`config.mk`:
```
export PLATFORM = sky130hd
export DESIGN_NAME = alu_cmd_sequencer
export DESIGN_NICKNAME = d
export VERILOG_FILES = /design/src/rtl/alu_cmd_sequencer.sv
export SDC_FILE = /design/constraint.sdc
export NUM_CORES = 1
export LEC_CHECK = 0
export ABC_CLOCK_PERIOD_IN_PS = 5100
export CAP_MARGIN = 20
export CORE_MARGIN = 2
export CORE_UTILIZATION = 40
export DETAILED_ROUTE_END_ITERATION = 10
export HOLD_SLACK_MARGIN = 0.03
export MAX_ROUTING_LAYER = met4
export PLACE_DENSITY_LB_ADDON = 0.12
export SYNTH_ARGS = -nofsm -noshare
export SYNTH_HDL_FRONTEND = slang
export SYNTH_SLANG_ARGS = --single-unit
```
`constraint.sdc`:
```
create_clock -name clk -period 5.1 [get_ports clk]
set_clock_uncertainty 0.2 [all_clocks]
set_input_delay 1.275 -clock clk [delete_from_list [all_inputs] [get_ports clk]]
set_output_delay 1.275 -clock clk [all_outputs]
set_load 0.01 [all_outputs]
```
`src/rtl/alu_cmd_sequencer.sv`:
```
// Command FIFO feeding an external ALU one command at a time, then holding
// each ALU result on a valid/ready output until downstream accepts it.
module alu_cmd_sequencer #(
    parameter int FIFO_DEPTH = 4,
    parameter int ALU_LAT    = 1
) (
    input  logic                          clk,
    input  logic                          reset,
    input  logic                          cmd_valid,
    output logic                          cmd_ready,
    input  logic        [1:0]             cmd_opcode,
    input  logic signed [3:0]             cmd_a,
    input  logic signed [3:0]             cmd_b,
    output logic        [1:0]             alu_opcode,
    output logic signed [3:0]             alu_a,
    output logic signed [3:0]             alu_b,
    input  logic signed [4:0]             alu_c,
    output logic                          res_valid,
    input  logic                          res_ready,
    output logic signed [4:0]             res_data,
    output logic        [1:0]             res_opcode,
    output logic [$clog2(FIFO_DEPTH):0]   fifo_count,
    output logic                          busy
);

    localparam int AW = $clog2(FIFO_DEPTH);
    localparam int CW = AW + 1;
    localparam int LW = $clog2(ALU_LAT + 1);

    typedef enum logic [1:0] {
        IDLE = 2'd0,
        WAIT = 2'd1,
        HOLD = 2'd2
    } state_t;

    state_t state, next_state;

    logic [9:0]          mem [FIFO_DEPTH];
    logic [AW-1:0]       wr_ptr, rd_ptr;
    logic [LW-1:0]       lat_cnt;
    logic [9:0]          head;
    logic [1:0]          head_op;
    logic signed [3:0]   head_a, head_b;
    logic                push, pop, capture, res_done;

    // Ready comes from the cycle-start count only, so a same-cycle pop never frees a slot.
    assign cmd_ready = !reset && (fifo_count < CW'(FIFO_DEPTH));
    assign push      = cmd_valid && cmd_ready;
    assign busy      = (state != IDLE) || (fifo_count != '0);

    assign head    = mem[rd_ptr];
    assign head_op = head[9:8];
    assign head_a  = head[7:4];
    assign head_b  = head[3:0];

    // Storage has no reset; occupancy and pointers define what is valid.
    always_ff @(posedge clk) begin
        if (push) begin
            mem[wr_ptr] <= {cmd_opcode, cmd_a, cmd_b};
        end
    end

    always_comb begin
        next_state = state;
        pop        = 1'b0;
        capture    = 1'b0;
        res_done   = 1'b0;
        case (state)
            IDLE: begin
                if (fifo_count != '0) begin
                    pop        = 1'b1;
                    next_state = WAIT;
                end
            end
            WAIT: begin
                if (lat_cnt == LW'(1)) begin
                    capture    = 1'b1;
                    next_state = HOLD;
                end
            end
            HOLD: begin
                if (res_ready) begin
                    res_done   = 1'b1;
                    next_state = IDLE;
                end
            end
            default: next_state = IDLE;
        endcase
    end

    always_ff @(posedge clk) begin
        if (reset) begin
            state      <= IDLE;
            wr_ptr     <= '0;
            rd_ptr     <= '0;
            fifo_count <= '0;
            lat_cnt    <= '0;
            alu_opcode <= 2'b00;
            alu_a      <= '0;
            alu_b      <= '0;
            res_valid  <= 1'b0;
            res_data   <= '0;
            res_opcode <= 2'b00;
        end else begin
            state <= next_state;

            if (push) begin
                wr_ptr <= wr_ptr + AW'(1);
            end

            // Issue: operands stay on the ALU bus until the next pop.
            if (pop) begin
                rd_ptr     <= rd_ptr + AW'(1);
                alu_opcode <= head_op;
                alu_a      <= head_a;
                alu_b      <= head_b;
                lat_cnt    <= LW'(ALU_LAT);
            end else if (state == WAIT) begin
                lat_cnt <= lat_cnt - LW'(1);
            end

            case ({push, pop})
                2'b10:   fifo_count <= fifo_count + CW'(1);
                2'b01:   fifo_count <= fifo_count - CW'(1);
                default: fifo_count <= fifo_count;
            endcase

            if (capture) begin
                res_valid  <= 1'b1;
                res_data   <= alu_c;
                res_opcode <= alu_opcode;
            end else if (res_done) begin
                res_valid <= 1'b0;
            end
        end
    end

endmodule

```
==> results.sh <==
export IMPL_floorplan_die_area_um2=7380
export IMPL_detail_route_iter0_violations=65
export IMPL_hold_path_startpoint="res_valid"
export IMPL_cp_max_fo=2
export IMPL_yosys_area_top_type_share=0.447
export IMPL_pin_count_of_the_biggest_net_entering_global_routing=31
export IMPL_totalWireLength_mm=4.53
export IMPL_postSynth_topFlopCell="sky130_fd_sc_hd__edfxtp_1"
export IMPL_final_setup_tns_ns=0
export IMPL_h_tree_depth=3
export IMPL_area_growth_syn_to_layout_pct=26.3
export IMPL_max_frequency_mhz=264
export IMPL_power_leakage_uw=0.00121
export IMPL_area_taken_by_flip_flops_and_latches_um2=1760
export IMPL_timing_hold_worst_path_depth=2
export IMPL_hold_violations=0
export IMPL_antenna_violating_nets_post_route=0
export IMPL_num_nets_final=261
export IMPL_synthDominantAreaCellType="sky130_fd_sc_hd__edfxtp_1"
export IMPL_port_buffers=41
export IMPL_cpMaxStageDelayCell="sky130_fd_sc_hd__clkdlybuf4s50_1"
export IMPL_clkLatencyLatePin_ns=0.33
export IMPL_critical_path_endpoint_type="output port"
export IMPL_tritoncts="yes"
export IMPL_worst_path_largest_cell_delay_ns=0.53
export IMPL_initial_antenna_violation_count=0
export IMPL_row_cnt=29
export IMPL_num_fill_cells=558
export IMPL_worstSetupPathDepth=3
export IMPL_die_height_um=85.9
export IMPL_cts_made_buffers=9
export IMPL_clock_sinks=68
export IMPL_drive_above_1_share=0.112
export IMPL_die_width_um=85.9
export IMPL_yosys_register_bits=68
export IMPL_run_status="finished clean"
export IMPL_cpLargestDelayFamily="buffers and inverters"
export IMPL_data_required_time_of_the_critical_path_ns=3.62
export IMPL_maxSlewHeadroom=0.506
export IMPL_wire_length_of_the_first_global_routing_pass_mm=7.73
export IMPL_start_util=0.418
export IMPL_path_cells="clkdlybuf4s50_1, nor2_1, clkdlybuf4s50_1"
export IMPL_layout_cells_most_common="sky130_fd_sc_hd__clkdlybuf4s50_1"
export IMPL_setup_viol=0
export IMPL_final_min_clock_period_ns=3.79
export IMPL_finalCritPeriodShare=0.743
export IMPL_layout_cells_non_filler=318
export IMPL_power_density_nw_per_um2=516
export IMPL_critical_path_startpoint_type="input port"
export IMPL_critical_path_reg2reg_startpoint="fifo_count[2]"
export IMPL_critPathArrivalTime_ns=2.32
export IMPL_cell_area_after_synthesis_um2=2690
export IMPL_synth_edff_count=40
export IMPL_detail_route_first_pass_iterations=4
export IMPL_antenna_cells=0
export IMPL_timing_worst_slew_pin_value_ns=0.741
export IMPL_boundaryPins=42
export IMPL_asyncSetResetFlopFracSynth=0
export IMPL_grt_pass1_vias=1552
export IMPL_cts_repair_resized=0
export IMPL_synth_cell_types=30
export IMPL_synth_warning_count=0
export IMPL_seq_area_frac_synth=0.656
export IMPL_dpl_hpwl_mm=3.06
export IMPL_routabilityCongestion=0.713
export IMPL_report_final_slew_viol_count=0
export IMPL_post_route_drc_count=0
export IMPL_finalPower_uw=1750
export IMPL_synth_area_top_cells="sky130_fd_sc_hd__edfxtp_1 45%, sky130_fd_sc_hd__dfxtp_1 21%, sky130_fd_sc_hd__mux4_2 5.0%, sky130_fd_sc_hd__mux4_1 3.9%, sky130_fd_sc_hd__a21oi_1 3.0%"
export IMPL_clk_path_buf_depth=2
export IMPL_routed_via_count=1612
export IMPL_critPathLaunch="reset"
export IMPL_syn_inst=192
export IMPL_place_inst=302
export IMPL_grt_overflow_total=0
export IMPL_path_buf_inv=2
export IMPL_clkTransAtPathRegs_ns=0.07
export IMPL_holdBufCountCts=0
export IMPL_track_usage=0.143
export IMPL_worst_r2r_cell_count=9
export IMPL_multi_input_area_um2=815
export IMPL_worstSetupPathType="in2out"
export IMPL_postLayoutCoreUtil=0.528
export IMPL_min_delay_path_class="reg2reg"
export IMPL_wl_per_cell_um=14.2
export IMPL_layout_common_cells="41 x sky130_fd_sc_hd__clkdlybuf4s50_1, 40 x sky130_fd_sc_hd__edfxtp_1, 28 x sky130_fd_sc_hd__dfxtp_1"
export IMPL_core_region_area_um2=6420
export IMPL_clock_tree_root_cell="sky130_fd_sc_hd__clkbuf_8"
export IMPL_worst_path_most_repeated_cell="sky130_fd_sc_hd__clkdlybuf4s50_1"
export IMPL_irDropWorstVdd_mv=0.204
export IMPL_drv_max_cap_violation_count=0
export IMPL_postCtsSetupBuffers=0
export IMPL_drt_vias_per_instance=5.07
export IMPL_synth_area_per_cell_um2=14.0
export IMPL_synthesis_nets=217
export IMPL_rsz0062_at_grt="false"
-- cell type report --
type | instances | share of cell area
timing repair buffer | 44 | 0.128
multi-input combinational | 103 | 0.240
tap | 77 | 0.0284
sequential | 68 | 0.520
inverter | 10 | 0.0111
clock buffer | 9 | 0.0365
clock inverter | 7 | 0.0365
-- Yosys cell counts (all sizes together) (2+ instances only) --
library cell	number
clkbuf	4
or3	4
xor2	2
a21oi	16
mux2i	7
o21ai	14
ha	5
buf	7
edfxtp	40
nor2	14
mux4	10
nand3	11
inv	10
nand2	5
dfxtp	28
and2	4
-- final timing paths --
| path | to | slack, ns |
|---|---|---|
| setup / recovery | cmd_ready | 1.31 |
| hold / removal | res_valid | 0.26 |
| setup reg to reg | fifo_count[2] | 2.55 |
| hold reg to reg | res_valid | 0.26 |
-- worst reg2reg max path, delay by kind of cell (launching register included) --
family | cells | cell delay [ns]
AOI/OAI and AO/OA | 1 | 0.13
xor gates and xnor gates | 1 | 0.16
adders and majority gates | 2 | 0.55
buffers and inverters | 2 | 0.17
DFF | 1 | 0.44
and+or+nand+nor | 3 | 0.84
-- per-stage QoR --
step | area, µm² | setup WS, ns | hold slack (ns)
2_1_floorplan | 2690 | 1.69 | 0.285
6_report | 3390 | 1.31 | 0.265
3_3_place_gp | 3140 | 1.32 | 0.262
4_1_cts | 3390 | 1.30 | 0.273
3_5_place_dp | 3140 | 1.31 | 0.261
5_1_grt | 3390 | 1.23 | 0.293
-- registers in the layout (all words and copies together) (netlist names) --
name and cells:
mem 40, res_data 5, lat_cnt 1, res_valid 1, alu_b 4, alu_opcode 2, wr_ptr 2, rd_ptr 2
fifo_count 3, alu_a 4, res_opcode 2, state 2
-- per-layer routing --
layer / vias to the layer above / routed length (µm) / share of wire / GRT usage
met4: 0 / 70 / 0.015 / 0.0693
met1: 774 / 2210 / 0.49 / 0.185
li1: 787 / - / - / -
met2: 43 / 2030 / 0.45 / 0.206
met5: - / 0 / 0 / -
met3: 8 / 228 / 0.050 / 0.0395
-- power by group --
part           leakage (µW)  total, µW  internal [µW]  switching (µW)
Combinational      0.000497        492            254             239
Sequential         0.000592        726            657            69.3
Clock              0.000120        532            328             204
-- kinds of logic after synthesis --
| family | count (synthesis) | share of synthesized area |
|---|---|---|
| flip-flops | 68 | 0.656 |
| AO/OA/AOI/OAI | 34 | 0.0676 |
| buffers and inverters | 21 | 0.0405 |
| XOR/XNOR | 3 | 0.00979 |
| AND/OR/NAND/NOR | 43 | 0.0797 |
| multiplexers | 17 | 0.116 |
| adder cells (fa/ha/maj) | 6 | 0.0308 |
Power figures use the tool's default switching activity.
